## src/rtl/de3d_tc_fill_sched_if.sv

```systemverilog
// Handshake bundle for the texture-cache fill scheduler.
// Lookup in, fill request/data, tag write, lookup done.
interface de3d_tc_fill_sched_if;
  logic       lookup_vld;
  logic [3:0] miss;
  logic [4:0] ee_tag_adr;
  logic [4:0] eo_tag_adr;
  logic [4:0] oe_tag_adr;
  logic [4:0] oo_tag_adr;
  logic [3:0] lookup_mipmap;
  logic       tc_stall;
  logic       fill_req;
  logic       fill_ack;
  logic [1:0] fill_bank;
  logic [4:0] fill_tag;
  logic [3:0] fill_mipmap;
  logic       fill_dvld;
  logic       tag_wr;
  logic [1:0] tag_wr_bank;
  logic [4:0] tag_wr_adr;
  logic       lookup_done;

  modport master (
    output lookup_vld, miss,
    output ee_tag_adr, eo_tag_adr,
    output oe_tag_adr, oo_tag_adr,
    output lookup_mipmap,
    output fill_ack, fill_dvld,
    input  tc_stall, fill_req,
    input  fill_bank, fill_tag,
    input  fill_mipmap, tag_wr,
    input  tag_wr_bank, tag_wr_adr,
    input  lookup_done
  );

  modport slave (
    input  lookup_vld, miss,
    input  ee_tag_adr, eo_tag_adr,
    input  oe_tag_adr, oo_tag_adr,
    input  lookup_mipmap,
    input  fill_ack, fill_dvld,
    output tc_stall, fill_req,
    output fill_bank, fill_tag,
    output fill_mipmap, tag_wr,
    output tag_wr_bank, tag_wr_adr,
    output lookup_done
  );
endinterface

```

## src/rtl/de3d_tc_fill_sched.sv

```systemverilog
// Texture-cache miss/fill scheduler: stalls on a quad miss,
// fills each missing bank (ee>eo>oe>oo), writes tags, pulses done.
// Ports: de_clk, de_rst (sync, active high), bus (slave view).
module de3d_tc_fill_sched #(
  parameter int BURST_LEN = 4
) (
  input  logic de_clk,
  input  logic de_rst,
  de3d_tc_fill_sched_if.slave bus
);

  typedef enum logic [2:0] {
    IDLE, REQ, DATA, UPD, DONE
  } state_t;

  state_t          state;
  logic [3:0]      pending;
  logic [4:0]      cnt;
  logic [3:0][4:0] tags;
  logic [3:0][4:0] in_tags;
  logic [3:0]      pend_clr;
  logic            capture;

  function automatic logic [1:0] first(
    input logic [3:0] m
  );
    logic [1:0] r;
    r = 2'd3;
    priority case (1'b1)
      m[0]:    r = 2'd0;
      m[1]:    r = 2'd1;
      m[2]:    r = 2'd2;
      default: r = 2'd3;
    endcase
    return r;
  endfunction

  assign in_tags = {bus.oo_tag_adr, bus.oe_tag_adr,
                    bus.eo_tag_adr, bus.ee_tag_adr};
  assign capture = (state == IDLE) & bus.lookup_vld
                 & (|bus.miss);
  // Stall in the capture cycle too, so the quad is held.
  assign bus.tc_stall = (state != IDLE) | capture;
  assign pend_clr = pending & ~(4'b0001 << bus.fill_bank);

  always_ff @(posedge de_clk) begin
    if (de_rst) begin
      state           <= IDLE;
      pending         <= '0;
      cnt             <= '0;
      tags            <= '0;
      bus.fill_req    <= 1'b0;
      bus.fill_bank   <= '0;
      bus.fill_tag    <= '0;
      bus.fill_mipmap <= '0;
      bus.tag_wr      <= 1'b0;
      bus.tag_wr_bank <= '0;
      bus.tag_wr_adr  <= '0;
      bus.lookup_done <= 1'b0;
    end else begin
      bus.tag_wr      <= 1'b0;
      bus.lookup_done <= 1'b0;
      unique case (state)
        IDLE: begin
          if (capture) begin
            pending         <= bus.miss;
            tags            <= in_tags;
            bus.fill_req    <= 1'b1;
            bus.fill_bank   <= first(bus.miss);
            bus.fill_tag    <= in_tags[first(bus.miss)];
            bus.fill_mipmap <= bus.lookup_mipmap;
            state           <= REQ;
          end
        end
        REQ: begin
          if (bus.fill_ack) begin
            bus.fill_req <= 1'b0;
            cnt          <= '0;
            state        <= DATA;
          end
        end
        DATA: begin
          if (bus.fill_dvld) begin
            cnt <= cnt + 5'd1;
            if (cnt + 5'd1 == 5'(BURST_LEN)) begin
              bus.tag_wr      <= 1'b1;
              bus.tag_wr_bank <= bus.fill_bank;
              bus.tag_wr_adr  <= bus.fill_tag;
              state           <= UPD;
            end
          end
        end
        UPD: begin
          pending <= pend_clr;
          if (|pend_clr) begin
            bus.fill_req  <= 1'b1;
            bus.fill_bank <= first(pend_clr);
            bus.fill_tag  <= tags[first(pend_clr)];
            state         <= REQ;
          end else begin
            bus.lookup_done <= 1'b1;
            state           <= DONE;
          end
        end
        DONE: state <= IDLE;
        default: state <= IDLE;
      endcase
    end
  end

endmodule

```

## src/flat_wrapper.sv

```systemverilog
// flat-port wrapper written by rule: the top's interface ports become plain ports
module de3d_tc_fill_sched_flat 
#(
  parameter int BURST_LEN = 4
)
  (de_clk, de_rst, bus_lookup_vld, bus_miss, bus_ee_tag_adr, bus_eo_tag_adr, bus_oe_tag_adr, bus_oo_tag_adr, bus_lookup_mipmap, bus_fill_ack, bus_fill_dvld, bus_tc_stall, bus_fill_req, bus_fill_bank, bus_fill_tag, bus_fill_mipmap, bus_tag_wr, bus_tag_wr_bank, bus_tag_wr_adr, bus_lookup_done);
  de3d_tc_fill_sched_if bus_i ();
  input  logic de_clk;
  input  logic de_rst;
  input wire logic [$bits(bus_i.lookup_vld)-1:0] bus_lookup_vld;
  input wire logic [$bits(bus_i.miss)-1:0] bus_miss;
  input wire logic [$bits(bus_i.ee_tag_adr)-1:0] bus_ee_tag_adr;
  input wire logic [$bits(bus_i.eo_tag_adr)-1:0] bus_eo_tag_adr;
  input wire logic [$bits(bus_i.oe_tag_adr)-1:0] bus_oe_tag_adr;
  input wire logic [$bits(bus_i.oo_tag_adr)-1:0] bus_oo_tag_adr;
  input wire logic [$bits(bus_i.lookup_mipmap)-1:0] bus_lookup_mipmap;
  input wire logic [$bits(bus_i.fill_ack)-1:0] bus_fill_ack;
  input wire logic [$bits(bus_i.fill_dvld)-1:0] bus_fill_dvld;
  output wire logic [$bits(bus_i.tc_stall)-1:0] bus_tc_stall;
  output wire logic [$bits(bus_i.fill_req)-1:0] bus_fill_req;
  output wire logic [$bits(bus_i.fill_bank)-1:0] bus_fill_bank;
  output wire logic [$bits(bus_i.fill_tag)-1:0] bus_fill_tag;
  output wire logic [$bits(bus_i.fill_mipmap)-1:0] bus_fill_mipmap;
  output wire logic [$bits(bus_i.tag_wr)-1:0] bus_tag_wr;
  output wire logic [$bits(bus_i.tag_wr_bank)-1:0] bus_tag_wr_bank;
  output wire logic [$bits(bus_i.tag_wr_adr)-1:0] bus_tag_wr_adr;
  output wire logic [$bits(bus_i.lookup_done)-1:0] bus_lookup_done;
  assign bus_i.lookup_vld = bus_lookup_vld;
  assign bus_i.miss = bus_miss;
  assign bus_i.ee_tag_adr = bus_ee_tag_adr;
  assign bus_i.eo_tag_adr = bus_eo_tag_adr;
  assign bus_i.oe_tag_adr = bus_oe_tag_adr;
  assign bus_i.oo_tag_adr = bus_oo_tag_adr;
  assign bus_i.lookup_mipmap = bus_lookup_mipmap;
  assign bus_i.fill_ack = bus_fill_ack;
  assign bus_i.fill_dvld = bus_fill_dvld;
  assign bus_tc_stall = bus_i.tc_stall;
  assign bus_fill_req = bus_i.fill_req;
  assign bus_fill_bank = bus_i.fill_bank;
  assign bus_fill_tag = bus_i.fill_tag;
  assign bus_fill_mipmap = bus_i.fill_mipmap;
  assign bus_tag_wr = bus_i.tag_wr;
  assign bus_tag_wr_bank = bus_i.tag_wr_bank;
  assign bus_tag_wr_adr = bus_i.tag_wr_adr;
  assign bus_lookup_done = bus_i.lookup_done;
  de3d_tc_fill_sched #(.BURST_LEN(BURST_LEN)) u_core (.de_clk(de_clk), .de_rst(de_rst), .bus(bus_i));
endmodule
```

## config.mk

```make
export PLATFORM = sky130hd
export DESIGN_NAME = de3d_tc_fill_sched_flat
export DESIGN_NICKNAME = d
export VERILOG_FILES = /design/src/rtl/de3d_tc_fill_sched_if.sv /design/src/rtl/de3d_tc_fill_sched.sv /design/src/flat_wrapper.sv
export SDC_FILE = /design/constraint.sdc
export NUM_CORES = 1
export LEC_CHECK = 0
export ABC_CLOCK_PERIOD_IN_PS = 1900
export BUFFER_PORTS_ARGS = -buffer_cell sky130_fd_sc_hd__buf_2
export CORE_MARGIN = 2
export CORE_UTILIZATION = 49
export CTS_CLUSTER_DIAMETER = 50
export DETAILED_ROUTE_END_ITERATION = 10
export GPL_ROUTABILITY_DRIVEN = 0
export GPL_TIMING_DRIVEN = 0
export PLACE_DENSITY = 0.75
export SKIP_LAST_GASP = 1
export SLEW_MARGIN = 0
export SYNTH_ARGS = -nofsm -noshare
export SYNTH_HDL_FRONTEND = slang
export SYNTH_SLANG_ARGS = --single-unit
```

## constraint.sdc

```tcl
create_clock -name de_clk -period 1.9 [get_ports de_clk]
set_input_delay 0.38 -clock de_clk [delete_from_list [all_inputs] [get_ports de_clk]]
set_output_delay 0.38 -clock de_clk [all_outputs]
set_load 0.005 [all_outputs]
```

==> summary.md, run 1 <==
| Metric | Value |
|---|---|
| Final net count | `439` |
| Share of layout cells above drive strength 1 | `28.1%` |
| Die area | `0.00624 sq mm` |
| # rows | `27` |
| Synthesized Nets | `371` |
| CP Capture Type | `flop` |
| Crit start category | `flop` |
| CTS tree | `yes` |
| CP Buf/Inv Count | `1` |
| Root Buffer | `clkbuf_8` |
| Worst IR Drop VDD | `0.348 mV` |
| WHS | `0.304 ns` |
| Slowest stage delay, CP | `0.35 ns` |
| First-pass GRT wire length | `12.2 mm` |
| Detailed-route via count | `2709` |
| Die width | `79.0 microns` |
| Total GRT Usage | `24.6%` |
| Synth Flop Type | `dfxtp_1` |
| CP Class | `flop to flop` |
| Fmax | `529 MHz` |
| Sink Count | `53` |
| R2R Setup Slk | `0.008 ns` |
| GRT Residual Overflow | `0` |
| Starting density of the core | `50.3%` |
| Crit path launch | `u_core.pending[1]$_SDFFE_PP0P_` |
| Hold path start | `bus_lookup_mipmap[3]` |
| Crit path cell chain | `buf_6 -> mux2_2 -> a221o_1 -> a211oi_2 -> o221ai_1 -> a311o_1` |
| Min cycle time layout | `1.89 ns` |
| Port Buffer Count | `52` |
| Seq/Total Area, Yosys | `38.5%` |
| Worst slew margin | `60.3%` |
| Hold Crit Endpoint | `u_core.bus.fill_mipmap[3]$_SDFFE_PP0P_` |
| Max stage delay cell, worst path | `dfxtp_2` |
| Syn Inst Count | `337` |
| Most frequent cells in the layout | `nand2_1, buf_2, dfxtp_1` |
| Core area | `0.00547 sq mm` |
| Lkg Pwr | `1.34 nW` |
| WL/cell | `15.5 microns` |
| Least-Margin Pin Slew | `0.595 ns` |
| Syn-to-layout area delta | `22.8%` |
| Commonest non-fill, non-tap cell in the layout | `nand2_1` |
| Hold Path Stages | `3` |
| PwrDens | `720 mW/mm^2` |
| Arrival @ worst endpoint | `2.09 ns` |
| Util after Layout | `61.8%` |
| Clk_skew | `0.00426 ns` |
| Post-DP HPWL | `5.32 mm` |
| Final Max Tran Viols | `0` |
| Avg Cell Area, Syn | `8.17 sq um` |
| Largest net degree at the start of global routing | `16` |
| Pre-CTS setup slack | `-0.400 ns` |
| Final worst path period share | `99.6%` |
| # IOs | `55` |
| # Max-Cap Violations | `0` |
| Status | `completed` |
| Num CTS Buffers | `5` |
| R2r startpoint | `u_core.pending[1]$_SDFFE_PP0P_` |
| Cell family with most CP delay | `compound AO/OA/AOI/OAI gates` |
| Iteration-0 DRC Markers | `209` |
| Drt first pass iters | `5` |
| CP required | `2.10 ns` |
| DRC | `0` |
| Worst-path maximum fanout | `10` |
| Routed WL | `7.41 mm` |
| Cells on worst reg2reg path | `6` |
| Area of the mapped netlist | `0.00275 sq mm` |
| End of the worst register-to-register path | `u_core.bus.fill_tag[2]$_SDFFE_PP0P_` |
| Post-route non-filler standard cell count | `478` |
| Tot Pwr | `0.00243 W` |
| Number of flops mapped to enable cells by yosys | `0` |
| Asr flop ratio synth | `0%` |
| Final hold vios | `0` |
| Worst-path clk slew | `0.09 ns` |
| Placed Cells | `461` |
| Hold WC Path Type | `primary input to flop` |
| DR vias/cell | `5.67` |
| Final ANT Viol Nets | `0` |
| Ant diodes | `0` |
| RSZ-0062 raised after global routing | `yes` |
| Clk_lat worst skew | `0.30 ns` |
| Die height | `79.0 microns` |
| YS warnings | `0` |
| Setup violations, final | `0` |
| Initial antenna violation count | `0` |
| H-tree levels | `2` |
| Yosys reg bits | `53` |
| Max Root-Sink Buffers | `2` |
| Yosys cell types | `52` |
| Post-route setup slack | `0.00846 ns` |
| Number of global-route vias before repair | `2571` |
[through the flow]
step / TNS, ns / instance area, sq um
finish: 0 / 3380
global route: -0.0673 / 3380
CTS: -0.0831 / 3330
detailed placement: -4.89 / 3110
global placement: -4.65 / 3110
floorplan: 0 / 2760
[sequential cells by signal, indices dropped and copies added (netlist names)]
name / count
u_core.bus.fill_req: 1
u_core.bus.fill_bank: 2
u_core.tags: 20
u_core.bus.lookup_done: 1
u_core.cnt: 5
u_core.pending: 4
u_core.bus.tag_wr: 1
u_core.bus.tag_wr_adr: 5
u_core.bus.fill_tag: 5
u_core.state: 3
u_core.bus.fill_mipmap: 4
u_core.bus.tag_wr_bank: 2
[layout make-up]
| class | instances | area [sq um] |
|---|---|---|
| buffer | 23 | 139 |
| timing repair buffer | 64 | 359 |
| multi-input combinational | 253 | 1610 |
| clock buffer | 7 | 76.3 |
| sequential | 53 | 1080 |
| inverter | 5 | 18.8 |
| tap | 72 | 90.1 |
| clock inverter | 1 | 7.51 |
| fill | 553 | 2090 |
[worst min-delay path: stages]
cell and delay, ns:
buf_2 0.10, nand2_1 0.04, a21oi_1 0.05
[cell usage after synthesis (5+ instances only)]
cell,number,area share (%)
nor4_1,7,1.6
clkbuf_1,9,1.2
a21oi_1,45,8.2
or2b_1,6,1.6
mux2i_1,13,4.7
mux2_2,6,2.5
inv_1,5,0.68
nor2b_1,6,1.4
nand2_1,69,9.4
o21ai_0,10,1.8
nor3b_1,7,1.9
nor3_1,6,1.1
nand3_1,10,1.8
nor2_1,14,1.9
dfxtp_1,53,39
buf_2,8,1.5
[cells by family (layout without fill, tap and decap cells)]
family	Yosys count	count (layout)	synth area share, %
AO/OA/AOI/OAI	91	91	21.7
adder cells (fa/ha/maj)	1	1	0.454
AND/OR/NAND/NOR	142	142	26.5
buffers and inverters	31	100	5.68
flip-flops	53	53	38.5
multiplexers	19	19	7.18
[power breakdown]
| part | switching, W | internal, W |
|---|---|---|
| Sequential | 0.0000490 | 0.00118 |
| Combinational | 0.000320 | 0.000260 |
| Clock | 0.000368 | 0.000262 |
[metal layers]
metal	up-vias	track usage [%]	part of all wire [%]
met5	-	0	0
met4	0	8.28	1.8
met3	11	3.75	5.1
met2	76	41.8	48
met1	1270	31.9	45
li1	1352	-	-
[worst max-delay path by stage]
stage | endpoint | slack (ns) | depth (start not counted)
floorplan | bus_tc_stall | 0.02 | 5
global placement | u_core.bus.fill_tag[4]$_SDFFE_PP0P_ | -0.37 | 5
detailed placement | u_core.bus.fill_tag[4]$_SDFFE_PP0P_ | -0.40 | 5
CTS | bus_tc_stall | -0.05 | 6
global route | u_core.bus.fill_tag[2]$_SDFFE_PP0P_ | -0.03 | 6
finish | u_core.bus.fill_tag[2]$_SDFFE_PP0P_ | 0.008 | 6
[repair_timing]
| action | 4_1_cts | 5_1_grt |
|---|---|---|
| gates resized for setup | 19 | 15 |
| buffers inserted | 8 | 4 |
| pin swaps | 11 | 3 |
| setup endpoints to repair | 36 | 35 |
| hold buffers | 0 | 0 |
Note: power is estimated with default switching activity, not from simulation.
==> run 2, diff against run 1 <==
Settings changed: SETUP_SLACK_MARGIN set to 0.4.
==> run 2 against run 1 <==
  * The flow now finishes with violations (negative setup slack)
  * Worst setup slack got worse by 0.083 ns
  * Count of clock-buffer cells in the layout is the same
  * Flip-flop and latch count stayed put
  * Wire length grew 10%
  * Utilization rose by 6.7 points
  * Power is 9.6% higher
  * Critical path depth unchanged
  * Sequential power barely moved
  * Non-clock buffer count up 14
==> summary.md, run 2 (synthesis results as in run 1) <==
| Metric | Value |
|---|---|
| Final ANT Viol Nets | `0 (unchanged)` |
| Core area | `0.00547 sq mm (unchanged)` |
| CP Class | `flop to primary output` |
| Crit start category | `flop` |
| DR vias/cell | `5.91 (+4.3%)` |
| Max stage delay cell, worst path | `or4_4` |
| Share of layout cells above drive strength 1 | `36.7% (+8.6 points)` |
| Hold Path Stages | `3 (unchanged)` |
| Final Max Tran Viols | `0 (unchanged)` |
| Min cycle time layout | `1.97 ns (+0.0831 ns)` |
| Drt first pass iters | `5 (unchanged)` |
| Tot Pwr | `0.00267 W (+9.6%)` |
| Lkg Pwr | `1.48 nW (+9.9%)` |
| Placed cell areas | `0.00321 sq mm (+3.3%)` |
| Slowest stage delay, CP | `0.39 ns (+0.04 ns)` |
| R2r startpoint | `u_core.pending[1]$_SDFFE_PP0P_` |
| Total GRT Usage | `26.0% (+1.5 points)` |
| CTS tree | `yes` |
| Final worst path period share | `104% (+4.4 points)` |
| Met3 WL post-DR | `516 microns (+37%)` |
| Setup violations, final | `1 (+1)` |
| Die width | `79.0 microns (unchanged)` |
| # IOs | `55 (unchanged)` |
| # rows | `27 (unchanged)` |
| Wl on met1 | `3.46 mm (+4.4%)` |
| Die height | `79.0 microns (unchanged)` |
| GRT Residual Overflow | `0 (unchanged)` |
| Port Buffer Count | `52 (unchanged)` |
| Worst-path maximum fanout | `2 (-8)` |
| Max reg flops | `20 (unchanged)` |
| Largest Register | `u_core.tags` |
| PwrDens | `712 mW/mm^2 (-1.1%)` |
| Ant diodes | `0 (unchanged)` |
| RSZ-0062 raised after global routing | `yes` |
| Iteration-0 DRC Markers | `207 (-0.96%)` |
| End of the worst register-to-register path | `u_core.bus.fill_tag[0]$_SDFFE_PP0P_` |
| WL met2 | `3.96 mm (+10%)` |
| Least-Margin Pin Slew | `0.613 ns (+0.0172 ns)` |
| Clk_skew | `0.0107 ns (+0.00641 ns)` |
| Arrival @ worst endpoint | `1.59 ns (-0.50 ns)` |
| Syn-to-layout area delta | `36.0%` |
| CP required | `1.52 ns (-0.58 ns)` |
| WHS | `0.292 ns (-0.0117 ns)` |
| Worst slew margin | `59.2% (-1.1 points)` |
| Commonest non-fill, non-tap cell in the layout | `nand2_1` |
| Max Root-Sink Buffers | `2 (unchanged)` |
| DRC | `0 (unchanged)` |
| Final net count | `453 (+3.2%)` |
| Detailed-route via count | `2907 (+7.3%)` |
| Failing checks | `negative setup slack` |
| R2R Setup Slk | `0.07 ns (+0.06 ns)` |
| Most frequent cells in the layout | `nand2_1, buf_2, a21oi_1` |
| Initial antenna violation count | `0 (unchanged)` |
| Cells on worst reg2reg path | `6 (unchanged)` |
| Post-CTS Hold Buffers | `0 (unchanged)` |
| Root Buffer | `clkbuf_8` |
| Worst IR Drop VDD | `0.438 mV (+26%)` |
| Num CTS Buffers | `5 (unchanged)` |
| Final hold vios | `0 (unchanged)` |
| Starting density of the core | `50.3% (unchanged)` |
| Sink Count | `53 (unchanged)` |
| H-tree levels | `2 (unchanged)` |
| WL/cell | `16.6 microns (+6.9%)` |
| Die area | `0.00624 sq mm (unchanged)` |
| Number of global-route vias before repair | `2621 (+1.9%)` |
| CP Capture Type | `primary output` |
| Clk_lat worst skew | `0.31 ns (about the same)` |
| First-pass GRT wire length | `12.8 mm (+5.0%)` |
| Hold WC Path Type | `primary input to flop` |
| Post-DP HPWL | `5.37 mm (+1.0%)` |
| Worst-path clk slew | `0.10 ns (about the same)` |
| Crit path cell chain | `buf_6 -> nor4b_4 -> nor2b_1 -> buf_4 -> or4_4 -> buf_2` |
| Util after Layout | `68.4% (+6.7 points)` |
| Largest net degree at the start of global routing | `17 (+1)` |
| Routed WL | `8.16 mm (+10%)` |
| Top Layer Used | `met4` |
| # Max-Cap Violations | `0 (unchanged)` |
| Fmax | `506 MHz (-4.2%)` |
| Status | `finished with violations` |
| Critical Path Sink | `bus_tc_stall` |
| Post-route setup slack | `-0.0746 ns (-0.0831 ns)` |
| Crit path launch | `u_core.state[0]$_SDFFE_PP0P_` |
| Fin area | `0.00375 sq mm (+11%)` |
| Pre-CTS setup slack | `-0.195 ns (+0.205 ns)` |
==> run 2: cell types whose count changed in the layout (fill, tap and decap cells not counted), moves of 3 or more <==
cell / before / now
nor3b_1: 7 / 3
nand2_1: 69 / 66
buf_6: 5 / 23
dfxtp_1: 46 / 43
nor2_2: 0 / 4
clkbuf_1: 10 / 6
nor2_1: 14 / 10
nor3b_2: 0 / 4
==> run 2: power breakdown <==
part / internal [W] / switching (W) / leakage (nW) / total (W)
registers: 0.00118 / 0.0000487 / 0.438 / 0.00122
clock network: 0.000338 / 0.000397 / 0.0549 / 0.000735
logic: 0.000335 / 0.000374 / 0.985 / 0.000709
==> run 2: worst min path at each step <==
stage	start	endpoint	slack [ns]
after global placement	u_core.bus.fill_mipmap[2]$_SDFFE_PP0P_	u_core.bus.fill_mipmap[2]$_SDFFE_PP0P_	0.44
after CTS	bus_lookup_mipmap[3]	u_core.bus.fill_mipmap[3]$_SDFFE_PP0P_	0.29
after global routing	bus_eo_tag_adr[2]	u_core.tags[7]$_SDFFE_PP0P_	0.30
final	bus_lookup_mipmap[3]	u_core.bus.fill_mipmap[3]$_SDFFE_PP0P_	0.29
after floorplan	u_core.tags[10]$_SDFFE_PP0P_	u_core.tags[10]$_SDFFE_PP0P_	0.43
after detailed placement	u_core.bus.fill_mipmap[0]$_SDFFE_PP0P_	u_core.bus.fill_mipmap[0]$_SDFFE_PP0P_	0.44
==> run 2: cell type report <==
| type | count | area (sq um) |
|---|---|---|
| multi-input combinational | 253 | 1760 |
| fill | 467 | 1730 |
| sequential | 53 | 1080 |
| timing repair buffer | 75 | 474 |
| buffer | 26 | 216 |
| clock buffer | 7 | 96.3 |
| tap | 72 | 90.1 |
| inverter | 5 | 18.8 |
| clock inverter | 1 | 8.76 |
==> run 2: repair_timing <==
item,in CTS,in global routing
buffers inserted,18,3
endpoints found under the hold margin,0,0
setup endpoints to repair,50,47
resized for setup,44,35
gates cloned,2,0
pin swaps,19,11
==> run 2: critical path: cells and delay by family, from the launching register on <==
family        cells  cell delay (ns)
simple gates      3             0.56
flops             1             0.34
buf+inv           3             0.38
==> run 2: routing by layer <==
layer  global-route usage (%)  vias up
li1                         -     1386
met1                     33.3     1374
met2                     43.6      125
met3                     4.55       22
met4                     10.2        0
met5                        0        -
==> run 2: stage by stage <==
| step | TNS [ns] | std cells |
|---|---|---|
| 6_report | -0.0746 | 492 |
| 3_5_place_dp | -1.64 | 461 |
| 2_1_floorplan | 0 | 337 |
| 3_3_place_gp | -0.888 | 461 |
| 4_1_cts | -0.0718 | 489 |
| 5_1_grt | -0.120 | 492 |
